### src/rtl/bram_sd_pkg.sv
// Shared types and helpers for the backup-RAM save/load controller.
// Default geometry: 16 sectors of 256 words.
package bram_sd_pkg;

    typedef enum logic [1:0] {
        IDLE,
        REQ,
        XFER,
        FMT
    } state_e;

    localparam int SECTORS_DEF      = 16;
    localparam int SECTOR_WORDS_DEF = 256;
    localparam int ADDR_W = $clog2(SECTORS_DEF * SECTOR_WORDS_DEF);
    localparam int SEC_W  = $clog2(SECTORS_DEF);

    // rising=1 detects 0->1, rising=0 detects 1->0
    function automatic logic edge_det(input logic cur,
                                      input logic old,
                                      input logic rising);
        return rising ? (cur & ~old) : (~cur & old);
    endfunction

endpackage

### src/rtl/bram_fmt_seq.sv
// Format sequencer: walks the RAM one word per cycle emitting the
// default header words, then zeros when full clearing is enabled.
module bram_fmt_seq
    import bram_sd_pkg::*;
#(
    parameter int AW           = 12,
    parameter int DATA_W       = 16,
    parameter int DEF_WORDS    = 4,
    parameter logic [DEF_WORDS*DATA_W-1:0] DEF_INIT =
        {16'h8010, 16'h8800, 16'h4D42, 16'h5548},
    parameter bit FORMAT_CLEAR = 1'b0
) (
    input  logic              clk_sys,
    input  logic              reset_n,
    input  logic              start_i,
    output logic              run_o,
    output logic              done_o,
    output logic [AW-1:0]     addr_o,
    output logic [DATA_W-1:0] data_o
);

    localparam logic [AW-1:0] LAST =
        FORMAT_CLEAR ? {AW{1'b1}} : AW'(DEF_WORDS - 1);

    logic          run_q, run_d;
    logic [AW-1:0] cnt_q, cnt_d;

    always_ff @(posedge clk_sys or negedge reset_n) begin
        if (!reset_n) begin
            run_q <= 1'b0;
            cnt_q <= '0;
        end else begin
            run_q <= run_d;
            cnt_q <= cnt_d;
        end
    end

    assign done_o = run_q & (cnt_q == LAST);
    assign run_o  = run_q;
    assign addr_o = cnt_q;

    always_comb begin
        run_d = run_q;
        cnt_d = cnt_q;
        if (start_i) begin
            run_d = 1'b1;
            cnt_d = '0;
        end else if (run_q) begin
            cnt_d = cnt_q + AW'(1);
            if (done_o) run_d = 1'b0;
        end
    end

    // header words first, zero beyond them
    always_comb begin
        data_o = '0;
        for (int i = 0; i < DEF_WORDS; i++) begin
            if (cnt_q == AW'(i)) data_o = DEF_INIT[i*DATA_W +: DATA_W];
        end
    end

endmodule

### src/rtl/bram_sd_ctrl.sv
// Backup-RAM save/load controller: sequences multi-sector transfers
// between backup RAM port B and the mounted save image via sd_*.
module bram_sd_ctrl
    import bram_sd_pkg::*;
#(
    parameter int SECTORS      = SECTORS_DEF,
    parameter int SECTOR_WORDS = SECTOR_WORDS_DEF,
    parameter int DATA_W       = 16,
    parameter int LBA_W        = 32,
    parameter logic [LBA_W-1:0] LBA_BASE = '0,
    parameter int DEF_WORDS    = 4,
    parameter logic [DEF_WORDS*DATA_W-1:0] DEF_INIT =
        {16'h8010, 16'h8800, 16'h4D42, 16'h5548},
    parameter bit FORMAT_CLEAR = 1'b0
) (
    input  logic clk_sys,
    input  logic reset_n,
    input  logic downloading,
    input  logic img_mounted,
    input  logic img_readonly,
    input  logic img_size_nz,
    input  logic load_req,
    input  logic save_req,
    input  logic format_req,
    input  logic autosave_en,
    input  logic osd_open,
    input  logic core_we,
    output logic [LBA_W-1:0] sd_lba,
    output logic sd_rd,
    output logic sd_wr,
    input  logic sd_ack,
    input  logic [$clog2(SECTOR_WORDS)-1:0] sd_buff_addr,
    input  logic sd_buff_wr,
    output logic [$clog2(SECTORS*SECTOR_WORDS)-1:0] ram_addr,
    output logic [DATA_W-1:0] ram_din,
    output logic ram_we,
    output logic ram_sel_fmt,
    output logic bk_ena,
    output logic bk_busy,
    output logic bk_loading,
    output logic bk_pending
);

    localparam int AW = $clog2(SECTORS * SECTOR_WORDS);
    localparam int SW = $clog2(SECTORS);
    localparam logic [SW-1:0] SEC_LAST = SW'(SECTORS - 1);

    state_e           state_q, state_d;
    logic [SW-1:0]    sec_q, sec_d;
    logic [LBA_W-1:0] lba_q, lba_d;
    logic rd_q, rd_d, wr_q, wr_d, ld_q, ld_d;
    logic ena_q, ena_d, pend_q, pend_d;
    logic old_load_q, old_save_q, old_fmt_q, old_dl_q, old_ack_q;

    logic save_trig, load_go, save_go, fmt_go;
    logic start_xfer, fmt_start, fmt_set;
    logic fmt_run, fmt_done;
    logic [AW-1:0]     fmt_addr;
    logic [DATA_W-1:0] fmt_data;

    bram_fmt_seq #(
        .AW           (AW),
        .DATA_W       (DATA_W),
        .DEF_WORDS    (DEF_WORDS),
        .DEF_INIT     (DEF_INIT),
        .FORMAT_CLEAR (FORMAT_CLEAR)
    ) u_fmt (
        .clk_sys (clk_sys),
        .reset_n (reset_n),
        .start_i (fmt_start),
        .run_o   (fmt_run),
        .done_o  (fmt_done),
        .addr_o  (fmt_addr),
        .data_o  (fmt_data)
    );

    assign save_trig = save_req | (pend_q & osd_open & autosave_en);
    assign load_go = edge_det(load_req, old_load_q, 1'b1)
                   | (edge_det(downloading, old_dl_q, 1'b0) & img_size_nz);
    assign save_go = edge_det(save_trig, old_save_q, 1'b1);
    assign fmt_go  = edge_det(format_req, old_fmt_q, 1'b1);

    always_ff @(posedge clk_sys or negedge reset_n) begin
        if (!reset_n) begin
            state_q    <= IDLE;
            sec_q      <= '0;
            lba_q      <= '0;
            rd_q       <= 1'b0;
            wr_q       <= 1'b0;
            ld_q       <= 1'b0;
            ena_q      <= 1'b0;
            pend_q     <= 1'b0;
            old_load_q <= 1'b0;
            old_save_q <= 1'b0;
            old_fmt_q  <= 1'b0;
            old_dl_q   <= 1'b0;
            old_ack_q  <= 1'b0;
        end else begin
            state_q    <= state_d;
            sec_q      <= sec_d;
            lba_q      <= lba_d;
            rd_q       <= rd_d;
            wr_q       <= wr_d;
            ld_q       <= ld_d;
            ena_q      <= ena_d;
            pend_q     <= pend_d;
            old_load_q <= load_req;
            old_save_q <= save_trig;
            old_fmt_q  <= format_req;
            old_dl_q   <= downloading;
            old_ack_q  <= sd_ack;
        end
    end

    always_comb begin
        state_d    = state_q;
        sec_d      = sec_q;
        lba_d      = lba_q;
        rd_d       = rd_q;
        wr_d       = wr_q;
        ld_d       = ld_q;
        start_xfer = 1'b0;
        fmt_start  = 1'b0;
        fmt_set    = 1'b0;
        unique case (state_q)
            IDLE: begin
                // load wins over save when both fire together
                if (ena_q && (load_go || save_go)) begin
                    state_d    = REQ;
                    sec_d      = '0;
                    lba_d      = LBA_BASE;
                    rd_d       = load_go;
                    wr_d       = ~load_go;
                    ld_d       = load_go;
                    start_xfer = 1'b1;
                end else if (fmt_go) begin
                    state_d   = FMT;
                    fmt_start = 1'b1;
                    fmt_set   = ena_q;
                end
            end
            REQ: begin
                if (edge_det(sd_ack, old_ack_q, 1'b1)) begin
                    rd_d    = 1'b0;
                    wr_d    = 1'b0;
                    state_d = XFER;
                end
            end
            XFER: begin
                if (edge_det(sd_ack, old_ack_q, 1'b0)) begin
                    if (sec_q == SEC_LAST) begin
                        state_d = IDLE;
                        ld_d    = 1'b0;
                    end else begin
                        sec_d   = sec_q + SW'(1);
                        lba_d   = lba_q + LBA_W'(1);
                        rd_d    = ld_q;
                        wr_d    = ~ld_q;
                        state_d = REQ;
                    end
                end
            end
            FMT: begin
                if (fmt_done) state_d = IDLE;
            end
            default: state_d = IDLE;
        endcase
    end

    always_comb begin
        ena_d = ena_q;
        if (downloading && img_mounted && !img_readonly) ena_d = 1'b1;
        else if (edge_det(downloading, old_dl_q, 1'b1)) ena_d = 1'b0;
        pend_d = (core_we & ena_q & ~osd_open) | fmt_set
               | (pend_q & ~start_xfer);
    end

    always_comb begin
        ram_addr    = '0;
        ram_din     = '0;
        ram_we      = 1'b0;
        ram_sel_fmt = 1'b0;
        if (state_q == XFER) begin
            ram_addr = {sec_q, sd_buff_addr};
            ram_we   = sd_buff_wr & sd_ack & ld_q;
        end else if (state_q == FMT) begin
            ram_addr    = fmt_addr;
            ram_din     = fmt_data;
            ram_we      = fmt_run;
            ram_sel_fmt = 1'b1;
        end
    end

    assign sd_lba     = lba_q;
    assign sd_rd      = rd_q;
    assign sd_wr      = wr_q;
    assign bk_ena     = ena_q;
    assign bk_busy    = (state_q != IDLE);
    assign bk_loading = ld_q;
    assign bk_pending = pend_q;

endmodule

### config.mk
export PLATFORM = sky130hd
export DESIGN_NAME = bram_sd_ctrl
export DESIGN_NICKNAME = d
export VERILOG_FILES = /design/src/rtl/bram_sd_pkg.sv /design/src/rtl/bram_fmt_seq.sv /design/src/rtl/bram_sd_ctrl.sv
export SDC_FILE = /design/constraint.sdc
export NUM_CORES = 1
export LEC_CHECK = 0
export BUFFER_PORTS_ARGS = -buffer_cell sky130_fd_sc_hd__buf_4
export CAP_MARGIN = 20
export CORE_MARGIN = 4
export CORE_UTILIZATION = 30
export CTS_CLUSTER_SIZE = 24
export DETAILED_ROUTE_END_ITERATION = 6
export GPL_TIMING_DRIVEN = 0
export SETUP_SLACK_MARGIN = 0.2
export SLEW_MARGIN = 10
export SYNTH_ARGS = -nofsm -noshare
export SYNTH_HDL_FRONTEND = slang
export SYNTH_SLANG_ARGS = --single-unit
### constraint.sdc
create_clock -name clk_sys -period 6.3 [get_ports clk_sys]
set_input_delay 0.63 -clock clk_sys [delete_from_list [all_inputs] [get_ports clk_sys]]
set_output_delay 0.63 -clock clk_sys [all_outputs]
set_load 0.05 [all_outputs]
After elaboration in Yosys (flattened, before gate mapping):

Cells that the tools add are included.

* word-level logic and storage cells: 133
* output and inout port bits: 68
* bits of input ports: 22
* bits in registers: 61

* eq/ne operators: 14
* $add $sub $neg: 3
* reduce and logical (&&, ||, !) cells: 16
* bitwise logic cells: 31
* multiplexer cells: 54

Operators by type and width (count)
* 32-bit two-way mux: 3
* 16-bit two-way mux: 5
* 32-bit one-hot mux with 2 select lines: 1
* 12-bit two-way mux: 4
* 32-bit by 1-bit adder with 32-bit output, second input constant: 1
* 1-bit two-way mux: 27
* 12-bit by 2-bit equality test with 1-bit output, second input constant: 2
* 1-bit bitwise AND: 16
* 15-bit two-way mux: 1
* 12-bit by 1-bit adder with 12-bit output, second input constant: 1
* 12-bit by 1-bit equality test with 1-bit output, second input constant: 1
* 12-bit logical NOT: 1
* 4-bit two-way mux: 3
* 2-bit != test, second input constant: 6
* 4-bit AND reduction: 3
* 1-bit NOT: 11
* 2-bit two-way mux: 5
* 2-bit one-hot mux with 4 select lines: 1
* 4-bit one-hot mux with 2 select lines: 1
* 2-bit nonzero test: 4
* 1-bit one-hot mux with 3 select lines: 2
* 5-bit AND reduction: 1
* 4-bit by 1-bit adder with 4-bit output, second input constant: 1
* 2-bit equality test, second input constant: 2
* 10 further kinds: 15

Depth between registers and ports, before layout:

Gate-level depths: netlist of the first run.

* depth in word-level cells: 11
* depth in mapped cells: 11
* depth with buffers taken out: 7

Modules after synthesis:

Synthesis of the first run repeated with hierarchy kept, for this count alone.

* cell total of the unflattened synthesis: 435
* area, all modules: 3848.7 µm²

Modules (own cells, without submodules)
* bram_sd_ctrl: sequential area each 1201.2 µm², instances 1, area each 2984.1 µm², cells an instance 339
* bram_fmt_seq: sequential area each 325.3 µm², instances 1, area each 864.6 µm², cells an instance 96

Worst setup path before layout of the first run:

Ideal clock, no wire load.

* path kind: reg-to-output
* start point: register state_q[0]
* end point: output ram_din[12]
* data required time: 5670 ps
* arrival: 3228 ps
* cell stages (with the launch flop): 8
* setup slack: 2442 ps
* buffers on the path: 2
* cell sequence: dfrtp_1 > ha_1 > clkbuf_1 > inv_1 > nor2_1 > nand3_1 > nor3b_1 > buf_4

* longest elaborated chain between the ends: 3
* elaborated cells between the ends (all ways): 4
* classes of those cells: 2 x eq/ne; 2 x mux

RTL lines
* start: declaration: line bram_sd_ctrl.sv:48 `state_e state_q, state_d;`
* start signal: assignment: line bram_sd_ctrl.sv:99 `state_q <= state_d;`
* 2-bit equality test: line bram_sd_ctrl.sv:186 `end else if (state_q == FMT) begin`
* 16-bit two-way mux: line bram_sd_ctrl.sv:186
* 16-bit two-way mux (*): line bram_sd_ctrl.sv:183 `if (state_q == XFER) begin`
* end: declaration: line bram_sd_ctrl.sv:35 `output logic [DATA_W-1:0] ram_din,`

Mark *: on every way between the ends. The rest lies on a longest branch, timed or not.

Final worst setup path of the first run:

* start point: register state_q[0]
* end point: output ram_addr[11]

* longest elaborated chain between the ends: 3
* elaborated cells between the ends (all ways): 4
* classes of those cells: 2 x eq/ne; 2 x mux

RTL lines
* 2-bit equality test: line bram_sd_ctrl.sv:186
* 12-bit two-way mux: line bram_sd_ctrl.sv:186
* 12-bit two-way mux (*): line bram_sd_ctrl.sv:183
* end: declaration: line bram_sd_ctrl.sv:34 `output logic [$clog2(SECTORS*SECTOR_WORDS)-1:0] ram_addr,`

Marks and branches as above.

==> summary.md, run 1 <==
| Metric | Value |
|---|---|
| Reg clk slew, reported paths | `50 ps` |
| Reg2reg start | `state_q[0]$_DFFE_PN0P_` |
| TritonCTS clock tree | `yes` |
| Fill count | `1233` |
| Initial DRC Count | `310` |
| Crit-path slowest cell | `clkbuf_1` |
| WP buf/inv | `5` |
| Worst-path cell chain | `inv_1 -> ha_1 -> clkbuf_1 -> clkbuf_1 -> clkbuf_1 -> a22o_1 -> buf_4` |
| Cell Count, Final, Fillers Out | `721` |
| Met2 wire length | `5364 µm` |
| Largest net degree at the start of global routing | `62` |
| Commonest non-fill, non-tap cell in the layout | `buf_4` |
| Routed vias | `3764` |
| Die Area | `0.01445 mm²` |
| Die Span X | `120.2 µm` |
| Setup slack, reg-to-reg | `3210 ps` |
| R2R depth | `11` |
| Wl on met1 | `5014 µm` |
| CTS Buf Count | `9` |
| Fin util | `0.4074` |
| Final hold vios | `0` |
| Clk sinks | `61` |
| Post-CTS resize count | `0` |
| Minimum clock period | `3603 ps` |
| Worst vdd ir | `0.2831 mV` |
| FF-to-FF End | `sec_q[2]$_DFFE_PN0P_` |
| Fin crit share | `0.5718` |
| Chip height | `120.2 µm` |
| WP data arrival | `2970 ps` |
| Nets@finish | `580` |
| Ports | `90` |
| Delay-heaviest family, CP | `buffers and inverters` |
| Routed WL per cell | `15.81 µm` |
| Cell taking the most area after synthesis | `dfrtp_1` |
| Synth cell types | `53` |
| Most frequent CP cell | `clkbuf_1` |
| Setup_tns | `0 ps` |
| Most frequent cells in the layout | `93 x buf_4, 89 x nand2_1, 61 x dfrtp_1` |
| Fmax | `0.2776 GHz` |
| Num rows | `40` |
| Initial antenna violation count | `0` |
| EDFF count, synth | `0` |
| Detailed Route WL | `11400 µm` |
| DR pass1 iterations | `5` |
| Hold_buf cts | `0` |
| Leakage | `2.187 nW` |
| Final Wtd Congestion | `0.8986` |
| Crit path capture type | `output pin` |
| Average cell area after synthesis | `8.410 µm²` |
| Storage cell area | `0.001526 mm²` |
| Multi-input gate area | `0.002047 mm²` |
| Worst-path fanout max | `10` |
| Total power | `2.900 mW` |
| Post-synthesis sequential area ratio | `0.4042` |
| Max Clock Skew | `4.750 ps` |
| Yosys top cell area share | `0.4042` |
| Synth Flop Type | `dfrtp_1` |
| GRT Overall Usage | `0.1608` |
| Share of synthesized flip-flops with an asynchronous set or reset | `1.000` |
| Antenna Cells | `0` |
| Setup CP Type | `flip-flop to output pin` |
| Vias in the first global route | `3765` |
| Clock Path Buffers | `2` |
| Met3 WL | `856 µm` |
| Area growth syn-to-layout | `31.21%` |
| Critical Path Start Type | `flip-flop` |
| Placed instance count | `705` |
| Core area | `0.01216 mm²` |
| Status | `finished, final reports clean` |
| Uppermost layer routed | `met4` |
| # H-tree levels | `3` |
| Hold crit path type | `primary input to async pin` |
| Final setup viols | `0` |
| DRC | `0` |
| Yosys Warn Count | `0` |
| Setup bufs post-CTS | `0` |
| Worst-Skew Late Latency | `330 ps` |
| Area contributors post-synth | `dfrtp_1 40%, nand2_1 8.8%, nand3_1 3.8%` |
| Max_slew headroom | `0.4525` |
| Congestion Overflow GR | `0` |
| Port Buffers | `83` |
| DP HPWL | `8355 µm` |
| Least-Margin Pin Slew | `821.2 ps` |
| Initial Utilization | `0.3105` |
| Antenna-violating nets left | `0` |
| Share of cells above drive strength 1 | `0.2206` |
| CTS Root Cell | `clkbuf_16` |
| Mapped Area | `0.003776 mm²` |
| RSZ-0062 raised after global routing | `false` |
| Final Max Slew Viols | `0` |
| Cell count after synthesis | `449` |
| Max incr delay on CP | `540 ps` |
| Max-Cap Viols | `0` |
| #FFs+latches synth | `61` |
| First-pass GRT wire length | `18620 µm` |
| Mean number of vias per cell | `5.221` |
| Critical path data required time | `5670 ps` |
| Power Density | `585.2 mW/mm²` |
==> stage by stage <==
step           hold slack [ps]  setup slack, ps  cell area, µm²
4_1_cts                  404.9             2736            4955
5_1_grt                  397.6             2510            4955
2_1_floorplan            334.4             2442            3795
6_report                 386.4             2697            4955
3_3_place_gp             483.7             3134            4628
3_5_place_dp             500.2             3105            4628
==> cells by family (layout without fill, tap and decap cells) <==
group | Yosys count | after routing | share of synthesized area
buffers and inverters | 47 | 146 | 0.05864
muxes | 8 | 8 | 0.02187
DFF | 61 | 61 | 0.4042
xor gates and xnor gates | 11 | 11 | 0.02551
and+or+nand+nor | 240 | 240 | 0.3244
other | 1 | 6 | 0.0009931
adders and majority gates | 10 | 10 | 0.03313
AOI/OAI and AO/OA | 71 | 71 | 0.1312
==> sequential cells by signal, indices dropped and copies added, names as in the netlist, 2 cells and up <==
| register | count |
|---|---|
| state_q | 2 |
| sec_q | 4 |
| sd_lba | 32 |
| u_fmt.addr_o | 12 |
==> area by class of cell <==
class                   count  area share
well taps                 168     0.04242
flip-flops and latches     61      0.3081
inverters                  15     0.01136
clock buffers              12     0.05177
plain buffers              32     0.03333
clock inverters             4     0.01414
repair buffers             83      0.1258
multi-input cells         346      0.4131
==> synthesized netlist by cell type (6+ instances only) <==
| cell | n |
|---|---|
| xnor2_1 | 7 |
| buf_4 | 10 |
| and3_1 | 12 |
| nand4_1 | 11 |
| o21ai_0 | 22 |
| a21o_1 | 7 |
| nand2_1 | 89 |
| or4_1 | 12 |
| nor3_1 | 12 |
| dfrtp_1 | 61 |
| ha_1 | 10 |
| nand4b_1 | 7 |
| inv_1 | 15 |
| nor2_1 | 29 |
| nor4_1 | 12 |
| nand3_1 | 29 |
| mux2i_1 | 6 |
| nand2b_1 | 6 |
| clkbuf_1 | 20 |
| o211ai_1 | 16 |
==> power by group <==
group / switching, mW / internal, mW
Sequential: 0.223 / 0.550
Clock: 0.179 / 0.366
Combinational: 1.10 / 0.486
==> metal layers <==
layer | global-route usage | vias up
met2 | 0.2564 | 152
met3 | 0.04771 | 18
met1 | 0.2070 | 1789
met4 | 0.05798 | 0
li1 | - | 1805
met5 | 0 | -
==> how the worst max path moves through the flow <==
stage | from | end | slack (ps) | depth (start not counted)
after floorplan | state_q[0]$_DFFE_PN0P_ | ram_din[12] | 2440 | 7
after global placement | state_q[0]$_DFFE_PN0P_ | ram_addr[11] | 3130 | 7
after detailed placement | state_q[0]$_DFFE_PN0P_ | ram_addr[11] | 3100 | 7
after CTS | state_q[0]$_DFFE_PN0P_ | ram_addr[11] | 2740 | 7
after global routing | state_q[0]$_DFFE_PN0P_ | ram_addr[1] | 2510 | 8
final | state_q[0]$_DFFE_PN0P_ | ram_addr[11] | 2700 | 7
No activity file was read; power rests on OpenSTA's default activity.
==> run 2: changes to the inputs <==
clock period = 2.9 ns   (was 6.3 ns; I/O delays follow)
==> run 2 against run 1 <==
Effect of this change: flip-flop and latch count unchanged; non-clock buffer count increased by 2; sequential share of layout area barely moved; global-route usage is 0.31 points lower; register-to-register slack worse by 2900 ps; critical endpoint is now sec_q[2]$_DFFE_PN0P_; via count is 0.40% lower; clock skew about the same; clock-buffer cell count shrank 1.
==> summary.md, run 2 (same netlist as run 1, synthesis figures left out) <==
| Metric | Value |
|---|---|
| Initial antenna violation count | `0 (unchanged)` |
| Port Buffers | `83 (unchanged)` |
| Num rows | `40 (unchanged)` |
| Power Density | `1245 mW/mm² (+110%)` |
| Clk sinks | `61 (unchanged)` |
| Core area | `0.01216 mm² (unchanged)` |
| Minimum clock period | `2600 ps` |
| RSZ-0062 raised after global routing | `true` |
| Final Max Slew Viols | `0 (unchanged)` |
| Final setup viols | `0 (unchanged)` |
| Least-Margin Pin Slew | `861.1 ps (+39.88 ps)` |
| Nets@finish | `582 (+0.34%)` |
| Hold Slack | `47.38 ps (-339.0 ps)` |
| WP data arrival | `2800 ps (-170 ps)` |
| Worst-Skew Late Latency | `330 ps (about the same)` |
| DR pass1 iterations | `4 (-1)` |
| Hold_buf cts | `0 (unchanged)` |
| Worst-path fanout max | `10 (unchanged)` |
| Area growth syn-to-layout | `31.31% (about the same)` |
| Fin crit share | `0.8966` |
| Hold crit path type | `primary input to async pin` |
| Setup CP Type | `flip-flop to flip-flop` |
| Final hold vios | `0 (unchanged)` |
| Routed WL per cell | `16.01 µm (+1.3%)` |
| CTS Buf Count | `9 (unchanged)` |
| Antenna-violating nets left | `0 (unchanged)` |
| Congestion Overflow GR | `0 (unchanged)` |
| Final worst slack | `299.8 ps (-2398 ps)` |
| Initial DRC Count | `193 (-38%)` |
| Initial Utilization | `0.3105 (unchanged)` |
| Status | `finished, final reports clean` |
| R2R depth | `11 (unchanged)` |
| Worst vdd ir | `0.6686 mV (+140%)` |
| Reg clk slew, reported paths | `50 ps (about the same)` |
| Crit path capture type | `flip-flop` |
| Max_slew headroom | `0.4212 (-0.03136)` |
| Critical Path Start Type | `flip-flop` |
| DRC | `0 (unchanged)` |
| Critical path data required time | `3100 ps (-2570 ps)` |
| Vias in the first global route | `3642 (-3.3%)` |
| Chip height | `120.2 µm (unchanged)` |
| Detailed Route WL | `11550 µm (+1.3%)` |
| # H-tree levels | `3 (unchanged)` |
| Final Wtd Congestion | `0.8849 (-1.5%)` |
| Antenna Cells | `0 (unchanged)` |
| Max Clock Skew | `4.308 ps (-0.4412 ps)` |
| Die Area | `0.01445 mm² (unchanged)` |
| Max-Cap Viols | `0 (unchanged)` |
| Ports | `90 (unchanged)` |
| Max FFs per register | `32 (unchanged)` |
| Routed vias | `3749 (-0.40%)` |
| Largest net degree at the start of global routing | `62 (unchanged)` |
| Mean number of vias per cell | `5.200 (-0.40%)` |
| Clock Path Buffers | `2 (unchanged)` |
| GRT Overall Usage | `0.1577 (-0.003125)` |
| Dpl ws | `-165.8 ps (-3271 ps)` |
| Commonest non-fill, non-tap cell in the layout | `buf_4` |
| TritonCTS clock tree | `yes` |
| Leakage | `2.206 nW (+0.88%)` |
| Share of cells above drive strength 1 | `0.2586 (+0.03797)` |
| Reg2reg start | `state_q[0]$_DFFE_PN0P_` |
| Most frequent cells in the layout | `95 x buf_4, 89 x nand2_1, 61 x dfrtp_1` |
| CTS Root Cell | `clkbuf_16` |
| Die Span X | `120.2 µm (unchanged)` |
| Fmax | `0.3846 GHz` |
| Setup slack, reg-to-reg | `300 ps (-2910 ps)` |
| DP HPWL | `8328 µm (-0.32%)` |
| First-pass GRT wire length | `18170 µm (-2.4%)` |
| FF-to-FF End | `sec_q[2]$_DFFE_PN0P_` |
-- run 2: changes by cell type in the layout (fill, tap and decap cells not counted), sizes merged --
| cell | before | now |
|---|---|---|
| buf | 95 | 101 |
| inv | 15 | 14 |
| clkinv | 2 | 3 |
| clkbuf | 32 | 27 |
| clkinvlp | 0 | 1 |
| bufinv | 2 | 0 |
-- run 2: worst max-delay path by stage --
stage          slack, ps                    from  cells past startpoint                   end
2_1_floorplan         90  state_q[0]$_DFFE_PN0P_                      7           ram_din[10]
3_3_place_gp         -80  state_q[0]$_DFFE_PN0P_                     11  sec_q[2]$_DFFE_PN0P_
3_5_place_dp        -170  state_q[0]$_DFFE_PN0P_                     11  sec_q[2]$_DFFE_PN0P_
4_1_cts              220  state_q[0]$_DFFE_PN0P_                     11  sec_q[2]$_DFFE_PN0P_
5_1_grt              180  state_q[0]$_DFFE_PN0P_                     11  sec_q[2]$_DFFE_PN0P_
6_report             300  state_q[0]$_DFFE_PN0P_                     11  sec_q[2]$_DFFE_PN0P_
-- run 2: metrics by stage --
stage	TNS [ps]	cell area [µm²]	total power, mW	util	cells
2_1_floorplan	0	3814	4.017	-	454
3_3_place_gp	-602.4	4647	5.077	0.3821	705
3_5_place_dp	-2559	4647	5.153	0.3821	705
4_1_cts	0	4921	6.143	0.4046	719
5_1_grt	0	4959	6.561	0.4077	721
6_report	0	4959	6.173	0.4077	721
-- run 2: layer usage --
metal  part of all wire  GRT usage  vias to the layer above
met2               0.46     0.2518                      171
met4              0.017    0.04868                        0
li1                   -          -                     1797
met1               0.44     0.2035                     1768
met5                  0          0                        -
met3              0.083    0.05098                       13
-- run 2: worst max-delay path, cell delays in order (launching register included) --
cell and delay (ps):
dfrtp_1 410, inv_1 100, ha_1 200, buf_6 170, nand3b_1 130, a21o_4 250, or3_1 290, buf_2 180
buf_2 190, clkbuf_4 220, o21ai_0 210, o21ai_0 110
-- run 2: final cells by class --
class                           instances  area [µm²]
Fill cell                            1252        7203
Multi-Input combinational cell        346        2083
Sequential cell                        61        1526
Timing Repair Buffer                   85       638.1
Clock buffer                           11       232.7
Tap cell                              168       210.2
Buffer                                 32       192.7
Inverter                               15       60.06
Clock inverter                          3       15.01
-- run 2: power by group --
group | leakage (nW) | switching, mW | internal [mW]
Clock | 0.125 | 0.370 | 0.563
Combinational | 1.32 | 2.43 | 1.13
Sequential | 0.765 | 0.476 | 1.20
Total | 2.21 | 3.28 | 2.89
-- run 2: timing repair --
action	4_1_cts	5_1_grt
pin swaps	0	0
resized for setup	18	10
buffers inserted	0	2
gates cloned	0	0
setup endpoints to repair	54	52
